===== config.mk =====
export PLATFORM = sky130hd
export DESIGN_NAME = axil_cmd_master_flat
export DESIGN_NICKNAME = d
export VERILOG_FILES = /design/src/rtl/axil_cmd_master_if.sv /design/src/rtl/axil_cmd_master.sv /design/src/flat_wrapper.sv
export SDC_FILE = /design/constraint.sdc
export NUM_CORES = 1
export LEC_CHECK = 0
export ABC_AREA = 1
export BUFFER_PORTS_ARGS = -buffer_cell sky130_fd_sc_hd__buf_2
export CAP_MARGIN = 20
export CELL_PAD_IN_SITES_DETAIL_PLACEMENT = 1
export CELL_PAD_IN_SITES_GLOBAL_PLACEMENT = 1
export CORE_UTILIZATION = 31
export CTS_CLUSTER_SIZE = 40
export DETAILED_ROUTE_END_ITERATION = 8
export GPL_ROUTABILITY_DRIVEN = 0
export PLACE_DENSITY_LB_ADDON = 0.15
export SYNTH_ARGS = -nofsm -noshare
export SYNTH_HDL_FRONTEND = slang
export SYNTH_SLANG_ARGS = --single-unit

===== constraint.sdc =====
create_clock -name clk -period 5.35 [get_ports clk]
set_input_delay 1.3375 -clock clk [delete_from_list [all_inputs] [get_ports clk]]
set_output_delay 1.3375 -clock clk [all_outputs]
set_load 0.02 [all_outputs]

===== src/rtl/axil_cmd_master_if.sv =====
// AXI-Lite channel bundle (32-bit address/data) between the command master and its slave.
// Handshake rule on every channel: a transfer happens on a rising edge where valid && ready;
// once valid is high it and its payload stay put until that edge, and ready may depend on valid.
interface AXIL_IF;
    logic        awvalid;
    logic        awready;
    logic [31:0] awaddr;
    logic [2:0]  awprot;
    logic        wvalid;
    logic        wready;
    logic [31:0] wdata;
    logic [3:0]  wstrb;
    logic        bvalid;
    logic        bready;
    logic [1:0]  bresp;
    logic        arvalid;
    logic        arready;
    logic [31:0] araddr;
    logic [2:0]  arprot;
    logic        rvalid;
    logic        rready;
    logic [31:0] rdata;
    logic [1:0]  rresp;

    modport Master (
        output awvalid, awaddr, awprot, wvalid, wdata, wstrb, bready,
               arvalid, araddr, arprot, rready,
        input  awready, wready, bvalid, bresp, arready, rvalid, rdata, rresp
    );

    modport Slave (
        input  awvalid, awaddr, awprot, wvalid, wdata, wstrb, bready,
               arvalid, araddr, arprot, rready,
        output awready, wready, bvalid, bresp, arready, rvalid, rdata, rresp
    );
endinterface


===== src/rtl/axil_cmd_master.sv =====
// Single-outstanding AXI-Lite initiator: turns one command into one AXI-Lite read or write,
// returns the response on a valid/ready port and keeps saturating completion/error counters.
module axil_cmd_master #(
    parameter int CNT_WIDTH = 16
) (
    input  logic                 clk,
    input  logic                 reset,
    input  logic                 cmd_valid,
    output logic                 cmd_ready,
    input  logic                 cmd_write,
    input  logic [31:0]          cmd_addr,
    input  logic [31:0]          cmd_wdata,
    input  logic [3:0]           cmd_wstrb,
    output logic                 rsp_valid,
    input  logic                 rsp_ready,
    output logic                 rsp_write,
    output logic [31:0]          rsp_rdata,
    output logic [1:0]           rsp_resp,
    output logic                 busy,
    output logic [CNT_WIDTH-1:0] wr_count,
    output logic [CNT_WIDTH-1:0] rd_count,
    output logic [CNT_WIDTH-1:0] err_count,
    output logic [2:0]           dbg_state_o,
    AXIL_IF.Master               axil_if
);
    typedef enum logic [2:0] {
        IDLE    = 3'd0,
        WR      = 3'd1,
        WR_RESP = 3'd2,
        RD_ADDR = 3'd3,
        RD_DATA = 3'd4,
        RSP     = 3'd5
    } state_e;

    localparam logic [CNT_WIDTH-1:0] CNT_MAX = '1;

    state_e               state_q, state_d;
    logic [31:0]          addr_q, addr_d, wdata_q, wdata_d, rdata_q, rdata_d;
    logic [3:0]           wstrb_q, wstrb_d;
    logic                 write_q, write_d;
    logic                 aw_done_q, aw_done_d, w_done_q, w_done_d;
    logic [1:0]           resp_q, resp_d;
    logic [CNT_WIDTH-1:0] wr_cnt_q, wr_cnt_d, rd_cnt_q, rd_cnt_d, err_cnt_q, err_cnt_d;
    logic                 aw_hs, w_hs;

    function automatic logic [CNT_WIDTH-1:0] sat_inc(input logic [CNT_WIDTH-1:0] c);
        return (c == CNT_MAX) ? c : c + CNT_WIDTH'(1);
    endfunction

    assign aw_hs = (state_q == WR) && !aw_done_q && axil_if.awready;
    assign w_hs  = (state_q == WR) && !w_done_q && axil_if.wready;

    always_ff @(posedge clk or posedge reset) begin
        if (reset) begin
            state_q   <= IDLE;
            addr_q    <= '0;
            wdata_q   <= '0;
            wstrb_q   <= '0;
            write_q   <= 1'b0;
            aw_done_q <= 1'b0;
            w_done_q  <= 1'b0;
            rdata_q   <= '0;
            resp_q    <= '0;
            wr_cnt_q  <= '0;
            rd_cnt_q  <= '0;
            err_cnt_q <= '0;
        end else begin
            state_q   <= state_d;
            addr_q    <= addr_d;
            wdata_q   <= wdata_d;
            wstrb_q   <= wstrb_d;
            write_q   <= write_d;
            aw_done_q <= aw_done_d;
            w_done_q  <= w_done_d;
            rdata_q   <= rdata_d;
            resp_q    <= resp_d;
            wr_cnt_q  <= wr_cnt_d;
            rd_cnt_q  <= rd_cnt_d;
            err_cnt_q <= err_cnt_d;
        end
    end

    always_comb begin
        state_d   = state_q;
        addr_d    = addr_q;
        wdata_d   = wdata_q;
        wstrb_d   = wstrb_q;
        write_d   = write_q;
        aw_done_d = aw_done_q;
        w_done_d  = w_done_q;
        rdata_d   = rdata_q;
        resp_d    = resp_q;
        wr_cnt_d  = wr_cnt_q;
        rd_cnt_d  = rd_cnt_q;
        err_cnt_d = err_cnt_q;
        case (state_q)
            IDLE: begin
                if (cmd_valid) begin
                    addr_d    = cmd_addr;
                    wdata_d   = cmd_write ? cmd_wdata : '0;
                    wstrb_d   = cmd_write ? cmd_wstrb : '0;
                    write_d   = cmd_write;
                    aw_done_d = 1'b0;
                    w_done_d  = 1'b0;
                    rdata_d   = '0;
                    resp_d    = '0;
                    state_d   = cmd_write ? WR : RD_ADDR;
                end
            end
            // AW and W retire independently; the state advances once both flags are registered.
            WR: begin
                if (aw_hs) aw_done_d = 1'b1;
                if (w_hs)  w_done_d  = 1'b1;
                if (aw_done_q && w_done_q) state_d = WR_RESP;
            end
            WR_RESP: begin
                if (axil_if.bvalid) begin
                    resp_d  = axil_if.bresp;
                    state_d = RSP;
                end
            end
            RD_ADDR: begin
                if (axil_if.arready) state_d = RD_DATA;
            end
            RD_DATA: begin
                if (axil_if.rvalid) begin
                    rdata_d = axil_if.rdata;
                    resp_d  = axil_if.rresp;
                    state_d = RSP;
                end
            end
            RSP: begin
                if (rsp_ready) begin
                    if (write_q) wr_cnt_d = sat_inc(wr_cnt_q);
                    else         rd_cnt_d = sat_inc(rd_cnt_q);
                    if (resp_q != 2'b00) err_cnt_d = sat_inc(err_cnt_q);
                    state_d = IDLE;
                end
            end
            default: state_d = IDLE;
        endcase
    end

    assign cmd_ready   = (state_q == IDLE);
    assign busy        = (state_q != IDLE);
    assign rsp_valid   = (state_q == RSP);
    assign rsp_write   = write_q;
    assign rsp_rdata   = rdata_q;
    assign rsp_resp    = resp_q;
    assign wr_count    = wr_cnt_q;
    assign rd_count    = rd_cnt_q;
    assign err_count   = err_cnt_q;
    assign dbg_state_o = state_q;

    assign axil_if.awvalid = (state_q == WR) && !aw_done_q;
    assign axil_if.awaddr  = addr_q;
    assign axil_if.awprot  = 3'b000;
    assign axil_if.wvalid  = (state_q == WR) && !w_done_q;
    assign axil_if.wdata   = wdata_q;
    assign axil_if.wstrb   = wstrb_q;
    assign axil_if.bready  = (state_q == WR_RESP);
    assign axil_if.arvalid = (state_q == RD_ADDR);
    assign axil_if.araddr  = addr_q;
    assign axil_if.arprot  = 3'b000;
    assign axil_if.rready  = (state_q == RD_DATA);
endmodule


===== src/flat_wrapper.sv =====
// flat-port wrapper written by rule: the top's interface ports become plain ports
module axil_cmd_master_flat 
#(
    parameter int CNT_WIDTH = 16
)
  (clk, reset, cmd_valid, cmd_ready, cmd_write, cmd_addr, cmd_wdata, cmd_wstrb, rsp_valid, rsp_ready, rsp_write, rsp_rdata, rsp_resp, busy, wr_count, rd_count, err_count, dbg_state_o, axil_if_awvalid, axil_if_awaddr, axil_if_awprot, axil_if_wvalid, axil_if_wdata, axil_if_wstrb, axil_if_bready, axil_if_arvalid, axil_if_araddr, axil_if_arprot, axil_if_rready, axil_if_awready, axil_if_wready, axil_if_bvalid, axil_if_bresp, axil_if_arready, axil_if_rvalid, axil_if_rdata, axil_if_rresp);
  AXIL_IF axil_if_i ();
  input  logic clk;
  input  logic reset;
  input  logic cmd_valid;
  output logic cmd_ready;
  input  logic cmd_write;
  input  logic [31:0] cmd_addr;
  input  logic [31:0] cmd_wdata;
  input  logic [3:0] cmd_wstrb;
  output logic rsp_valid;
  input  logic rsp_ready;
  output logic rsp_write;
  output logic [31:0] rsp_rdata;
  output logic [1:0] rsp_resp;
  output logic busy;
  output logic [CNT_WIDTH-1:0] wr_count;
  output logic [CNT_WIDTH-1:0] rd_count;
  output logic [CNT_WIDTH-1:0] err_count;
  output logic [2:0] dbg_state_o;
  output wire logic [$bits(axil_if_i.awvalid)-1:0] axil_if_awvalid;
  output wire logic [$bits(axil_if_i.awaddr)-1:0] axil_if_awaddr;
  output wire logic [$bits(axil_if_i.awprot)-1:0] axil_if_awprot;
  output wire logic [$bits(axil_if_i.wvalid)-1:0] axil_if_wvalid;
  output wire logic [$bits(axil_if_i.wdata)-1:0] axil_if_wdata;
  output wire logic [$bits(axil_if_i.wstrb)-1:0] axil_if_wstrb;
  output wire logic [$bits(axil_if_i.bready)-1:0] axil_if_bready;
  output wire logic [$bits(axil_if_i.arvalid)-1:0] axil_if_arvalid;
  output wire logic [$bits(axil_if_i.araddr)-1:0] axil_if_araddr;
  output wire logic [$bits(axil_if_i.arprot)-1:0] axil_if_arprot;
  output wire logic [$bits(axil_if_i.rready)-1:0] axil_if_rready;
  input wire logic [$bits(axil_if_i.awready)-1:0] axil_if_awready;
  input wire logic [$bits(axil_if_i.wready)-1:0] axil_if_wready;
  input wire logic [$bits(axil_if_i.bvalid)-1:0] axil_if_bvalid;
  input wire logic [$bits(axil_if_i.bresp)-1:0] axil_if_bresp;
  input wire logic [$bits(axil_if_i.arready)-1:0] axil_if_arready;
  input wire logic [$bits(axil_if_i.rvalid)-1:0] axil_if_rvalid;
  input wire logic [$bits(axil_if_i.rdata)-1:0] axil_if_rdata;
  input wire logic [$bits(axil_if_i.rresp)-1:0] axil_if_rresp;
  assign axil_if_awvalid = axil_if_i.awvalid;
  assign axil_if_awaddr = axil_if_i.awaddr;
  assign axil_if_awprot = axil_if_i.awprot;
  assign axil_if_wvalid = axil_if_i.wvalid;
  assign axil_if_wdata = axil_if_i.wdata;
  assign axil_if_wstrb = axil_if_i.wstrb;
  assign axil_if_bready = axil_if_i.bready;
  assign axil_if_arvalid = axil_if_i.arvalid;
  assign axil_if_araddr = axil_if_i.araddr;
  assign axil_if_arprot = axil_if_i.arprot;
  assign axil_if_rready = axil_if_i.rready;
  assign axil_if_i.awready = axil_if_awready;
  assign axil_if_i.wready = axil_if_wready;
  assign axil_if_i.bvalid = axil_if_bvalid;
  assign axil_if_i.bresp = axil_if_bresp;
  assign axil_if_i.arready = axil_if_arready;
  assign axil_if_i.rvalid = axil_if_rvalid;
  assign axil_if_i.rdata = axil_if_rdata;
  assign axil_if_i.rresp = axil_if_rresp;
  axil_cmd_master #(.CNT_WIDTH(CNT_WIDTH)) u_core (.clk(clk), .reset(reset), .cmd_valid(cmd_valid), .cmd_ready(cmd_ready), .cmd_write(cmd_write), .cmd_addr(cmd_addr), .cmd_wdata(cmd_wdata), .cmd_wstrb(cmd_wstrb), .rsp_valid(rsp_valid), .rsp_ready(rsp_ready), .rsp_write(rsp_write), .rsp_rdata(rsp_rdata), .rsp_resp(rsp_resp), .busy(busy), .wr_count(wr_count), .rd_count(rd_count), .err_count(err_count), .dbg_state_o(dbg_state_o), .axil_if(axil_if_i));
endmodule

==> results of run 1 <==
==> cell type report <==
class | count | area [µm²] | share of cell area
clock buffer | 18 | 429 | 0.0440
antenna | 2 | 5.00 | 0.000513
sequential | 156 | 3900 | 0.400
tap | 319 | 399 | 0.0409
multi-input combinational | 703 | 3060 | 0.314
timing repair buffer | 312 | 1630 | 0.167
clock inverter | 14 | 145 | 0.0149
inverter | 48 | 185 | 0.0190
==> where the power goes <==
group	internal (mW)	switching (mW)	total, mW
combinational	0.645	1.46	2.11
clock	0.624	0.585	1.21
sequential	1.55	0.274	1.83
==> per-layer routing <==
| metal | GRT usage | share of wire | vias up |
|---|---|---|---|
| met2 | 0.332 | 0.48 | 192 |
| met4 | 0.0540 | 0.011 | 4 |
| met3 | 0.0716 | 0.077 | 23 |
| li1 | - | - | 3564 |
| met1 | 0.250 | 0.43 | 3506 |
| met5 | 0 | 0.0011 | - |
==> how the worst max path moves through the flow <==
| stage | startpoint | endpoint | slack (ps) | depth (start not counted) |
|---|---|---|---|---|
| floorplan | reset | u_core.aw_done_q$_DFFE_PP0P_ | 2040 | 1 |
| global placement | axil_if_rvalid | u_core.rsp_rdata[6]$_DFFE_PP0P_ | 2090 | 5 |
| detailed placement | axil_if_rvalid | u_core.rsp_rdata[0]$_DFFE_PP0P_ | 2030 | 5 |
| CTS | u_core.dbg_state_o[0]$_DFFE_PP0P_ | axil_if_rready | 2000 | 4 |
| global route | u_core.dbg_state_o[0]$_DFFE_PP0P_ | axil_if_rready | 1870 | 4 |
| finish | u_core.dbg_state_o[0]$_DFFE_PP0P_ | axil_if_rready | 2020 | 4 |
==> flip-flops by register name, indices dropped and copies added, names as in the netlist <==
register,flops
u_core.aw_done_q,1
u_core.axil_if.araddr,32
u_core.axil_if.wdata,32
u_core.axil_if.wstrb,4
u_core.dbg_state_o,3
u_core.err_count,16
u_core.rd_count,16
u_core.rsp_rdata,32
u_core.rsp_resp,2
u_core.rsp_write,1
u_core.w_done_q,1
u_core.wr_count,16
==> stage by stage <==
step / instances / hold slack, ps / area (µm²) / setup slack (ps) / utilization
after CTS: 1568 / 481 / 9700 / 2000 / 0.409
after floorplan: 981 / 496 / 7600 / 2040 / -
after global placement: 1536 / 458 / 9120 / 2090 / 0.385
after detailed placement: 1536 / 461 / 9120 / 2030 / 0.385
final: 1572 / 476 / 9760 / 2020 / 0.412
after global routing: 1571 / 507 / 9750 / 1870 / 0.412
==> kinds of logic after synthesis <==
kind of cell	Yosys count
simple gates	651
flops	156
buf+inv	122
xor+xnor	23
compound gates	20
fa+ha+maj	3
other cells	1
==> cell usage in the layout (no fill, tap or decap), types with 3 or more instances in the layout <==
cell type	Yosys	final
a21oi_1	4	4
buf_2	18	307
clkbuf_16	0	17
clkinvlp_4	0	3
conb_1	1	6
dfrtp_1	156	156
ha_1	3	3
inv_1	43	42
inv_2	5	4
inv_6	0	6
inv_8	0	4
nand2_1	437	437
nand2_2	5	5
nand3_1	129	129
nand4_1	13	13
nor2_1	53	53
nor2_2	3	3
nor3_1	5	5
o21ai_0	16	16
xnor2_1	17	17
xor2_1	6	6
==> critical path: stages, from the launching register on <==
cell	delay, ps
dfrtp_1	480
nor2_2	180
nand2_1	110
inv_2	500
buf_2	280
==> flow_summary.yaml, run 1 <==
outcome:
  status: "finished, final reports clean"
logic_synthesis:
  synthArstFlopShare: 1.00
  synth_commonest_cells: "437 x nand2_1, 156 x dfrtp_1, 129 x nand3_1"
  yosysWarnings: 0
  synth-xor-area-share: 0.0266
  avgSynthCellArea_um2: 7.76
  ys_seq_area_frac: 0.515
  netlist_instances: 976
  yosysMostFrequentCell: "nand2_1"
  synth-simple-area-share: 0.357
  synthesis.area_um2: 7570
  synth-edff-count: 0
  ys_types: 24
  synth-compound-area-share: 0.0132
  synthAdderAreaFrac: 0.00496
  synth_top_area_share: 0.515
  synth-seq-cells: 156
  synth_top_cells_by_area: "dfrtp_1 52%, nand2_1 22%, nand3_1 8.5%, buf_4 3.9%, nor2_1 2.6%"
  ys.flop_type: "dfrtp_1"
  synth_top_family_by_area: "simple AND/OR/NAND/NOR gates"
  yosys.area.top_type: "dfrtp_1"
  synthMuxAreaShare: 0
floorplan:
  rows: 56
  dieArea_um2: 25100
  fp.coreArea_um2: 23700
  start_util: 0.320
  die_x_um: 158
  design.portCount: 314
  fp.dieH_um: 158
sta:
  finalCriticalPeriod_ps: 3330
  worstMarginPinSlew_ps: 892
  setup_violations: 0
  slew_headroom: 0.406
  final.setup_skew_ps: 15.0
  fin_setup_tns_ps: 0
  final_hold_viol_count: 0
  rsz0062_at_grt: "no"
  maxSlewViolCount: 0
  fmax_mhz: 301
  period_share: 0.622
pwr:
  p_leak_nw: 5.56
  ir_drop_mv: 0.195
  power_density_nw_per_um2: 527
  p_total_mw: 5.14
grt:
  grt_pass1_vias: 7331
  antenna_found_initial: 4
  grt_pass1_wl_um: 39000
  grt_max_degree: 157
  track_usage: 0.202
  gr-total-overflow: 0
final_layout:
  area_growth_pct: 28.8
  drive_above_1_share: 0.289
  nets: 1355
  num-fill-cells: 3048
worst_hold_path:
  whs_path_depth: 2
  min_to: "u_core.axil_if.wdata[1]$_DFFE_PP0P_"
  hold_path.class: "flip-flop to flip-flop"
  min_from: "u_core.axil_if.wdata[1]$_DFFE_PP0P_"
routing:
  wl_per_cell_um: 15.6
  drt_wl_total_um: 24500
  dr.pass1.iters: 4
  drc: 0
  dr.first_iter.drc_count: 339
  vias: 7289
  vias_per_cell: 4.64
  ant_nets: 0
critical_path:
  crit_fanout: 36
  cp.arrival_ps: 1990
  worst_r2r_path_depth: 8
  r2r_slack_ps: 2610
  cp-start-kind: "flip-flop"
  r2r-end: "u_core.rsp_rdata[5]$_DFFE_PP0P_"
  cp-end-kind: "primary output"
  crit_type: "flip-flop to primary output"
  r2r-start: "u_core.dbg_state_o[0]$_DFFE_PP0P_"
  required_ps: 4010
clock_network:
  cts.clk_slew.worst_paths_ps: 80
  htree_levels: 4
  cts.repair.resized: 0
  cts.sinks: 156
  cts_root_buffer: "clkbuf_16"
  cts_buffer_depth: 2
  tritoncts: "done"
  post_cts_buffers: 0
  cts_made_buffers: 17
  postCtsHoldBufs: 0
  clock_latency_ps: 440
job:
  drv_cap: 0
place:
  dp_hpwl_um: 17100
  portBuffers: 307
(Power assumes the default switching activity.)
==> run 2: changes to the inputs <==
--- a/config.mk
+++ b/config.mk
@@ -10,7 +10,7 @@
 export CAP_MARGIN = 20
 export CELL_PAD_IN_SITES_DETAIL_PLACEMENT = 1
 export CELL_PAD_IN_SITES_GLOBAL_PLACEMENT = 1
-export CORE_UTILIZATION = 31
+export CORE_UTILIZATION = 34
 export CTS_CLUSTER_SIZE = 40
 export DETAILED_ROUTE_END_ITERATION = 8
 export GPL_ROUTABILITY_DRIVEN = 0
==> constraint.sdc (replaced) <==
create_clock -name clk -period 3.3 [get_ports clk]
set_input_delay 0.825 -clock clk [delete_from_list [all_inputs] [get_ports clk]]
set_output_delay 0.825 -clock clk [all_outputs]
set_load 0.02 [all_outputs]
==> flow_summary.yaml, run 2 (synthesized netlist as in run 1, its figures left out) <==
grt:
  gr-total-overflow: 0
  grt_pass1_wl_um: 38000
  grt_pass1_vias: 7268
  antenna_found_initial: 6
  grt_max_degree: 101
  track_usage: 0.214
sta:
  rsz0062_at_grt: "no"
  slew_headroom: 0.415
  layout_setup_ws_ps: 780
  finalCriticalPeriod_ps: 2520
  period_share: 0.764
  worstMarginPinSlew_ps: 876
  final_hold_viol_count: 0
  final.setup_skew_ps: 10.3
  fin_setup_tns_ps: 0
  fmax_mhz: 397
  maxSlewViolCount: 0
  setup_violations: 0
critical_path:
  cp-start-kind: "flip-flop"
  crit_chain: "inv_2 -> nand2_1 -> nor2_1 -> buf_2"
  crit_type: "flip-flop to primary output"
  cp.buffers_inverters: 2
  crit_family: "flip-flops"
  r2r_slack_ps: 1240
  cp_slowest_stage_delay_ps: 460
  cp_slowest_cell: "dfrtp_1"
  required_ps: 2470
  cp-end-kind: "primary output"
  crit_fanout: 6
  cp.arrival_ps: 1690
place:
  dp_hpwl_um: 17400
  placedCellCount: 1506
  portBuffers: 307
  dp_slack_ps: 1070
clock_network:
  cts.sinks: 156
  cts_root_buffer: "clkbuf_16"
  post_cts_buffers: 0
  cts.repair.resized: 0
  cts_made_buffers: 17
  cts_buffer_depth: 2
  clock_latency_ps: 430
  postCtsHoldBufs: 0
  tritoncts: "done"
  htree_levels: 4
  cts.clk_slew.worst_paths_ps: 70
final_layout:
  multiInputGateArea_um2: 3060
  final_common_cell: "nand2_1"
  seqCellArea_um2: 3900
  final_cell_mix: "437 x nand2_1, 307 x buf_2, 156 x dfrtp_1"
  area_growth_pct: 28.7
  nets: 1362
  fin_cells: 1541
  num-fill-cells: 2782
  drive_above_1_share: 0.293
  final_util: 0.447
routing:
  dr.pass1.iters: 4
  vias_per_cell: 4.67
  vias: 7197
  dr.first_iter.drc_count: 257
  drc: 0
  drt_wl_total_um: 24100
  ant_nets: 0
  wl_per_cell_um: 15.6
floorplan:
  design.portCount: 314
  fp.dieH_um: 151
  die_x_um: 151
  start_util: 0.347
  fp.coreArea_um2: 21800
  rows: 54
  dieArea_um2: 22900
pwr:
  power_density_nw_per_um2: 849
  ir_drop_mv: 0.384
  p_leak_nw: 5.60
  p_total_mw: 8.28
worst_hold_path:
  hold_path.class: "flip-flop to flip-flop"
outcome:
  status: "finished, final reports clean"
job:
  drv_cap: 0
-- run 2: cell count changes in the layout (fill, tap and decap cells not counted) --
cell,change
clkbuf_8,+1
buf_16,-2
clkinvlp_4,-1
clkinv_4,+1
buf_4,+6
clkbuf_1,-1
clkinv_8,-2
clkinv_2,+2
buf_12,+3
diode_2,+1
-- run 2: final timing paths --
kind | cells past startpoint | end | from
hold reg to reg | 2 | u_core.axil_if.wdata[0]$_DFFE_PP0P_ | u_core.axil_if.wdata[0]$_DFFE_PP0P_
min in group asynchronous | 2 | u_core.err_count[14]$_DFFE_PP0P_ | reset
setup reg to reg | 10 | u_core.err_count[10]$_DFFE_PP0P_ | u_core.err_count[0]$_DFFE_PP0P_
hold / removal | 2 | u_core.axil_if.wdata[0]$_DFFE_PP0P_ | u_core.axil_if.wdata[0]$_DFFE_PP0P_
setup / recovery | 4 | axil_if_bready | u_core.dbg_state_o[2]$_DFFE_PP0P_
max in group asynchronous | 3 | u_core.wr_count[8]$_DFFE_PP0P_ | reset
-- run 2: cell type report --
type,count,area share
Antenna cell,3,0.000770
Clock buffer,18,0.0450
Clock inverter,14,0.0127
Inverter,48,0.0190
Multi-Input combinational cell,703,0.314
Sequential cell,156,0.400
Tap cell,280,0.0359
Timing Repair Buffer,319,0.172
-- run 2: through the flow --
stage / area (µm²) / hold slack [ps]
after floorplan: 7600 / 496
final: 9750 / 473
after global routing: 9740 / 500
after global placement: 9180 / 459
after detailed placement: 9180 / 460
after CTS: 9740 / 479
-- run 2: worst register-to-register path: stages (launching register included) --
cell and delay, ps:
dfrtp_1 440, ha_1 240, nand2_1 70, nor2_1 120, nand2_1 100, nor2_1 210, nand2_1 100, nand2_2 300
inv_2 210, nand2_1 100, nand2_1 60
-- run 2: per-layer routing --
metal	track usage	share of wire
met2	0.354	0.48
met3	0.0768	0.078
met4	0.0750	0.017
met1	0.255	0.43
met5	0	0.0014
-- run 2: where the power goes --
part	internal, mW	switching (mW)	total (mW)
Sequential	2.52	0.442	2.96
Clock	1.02	0.916	1.93
Combinational	1.03	2.35	3.38
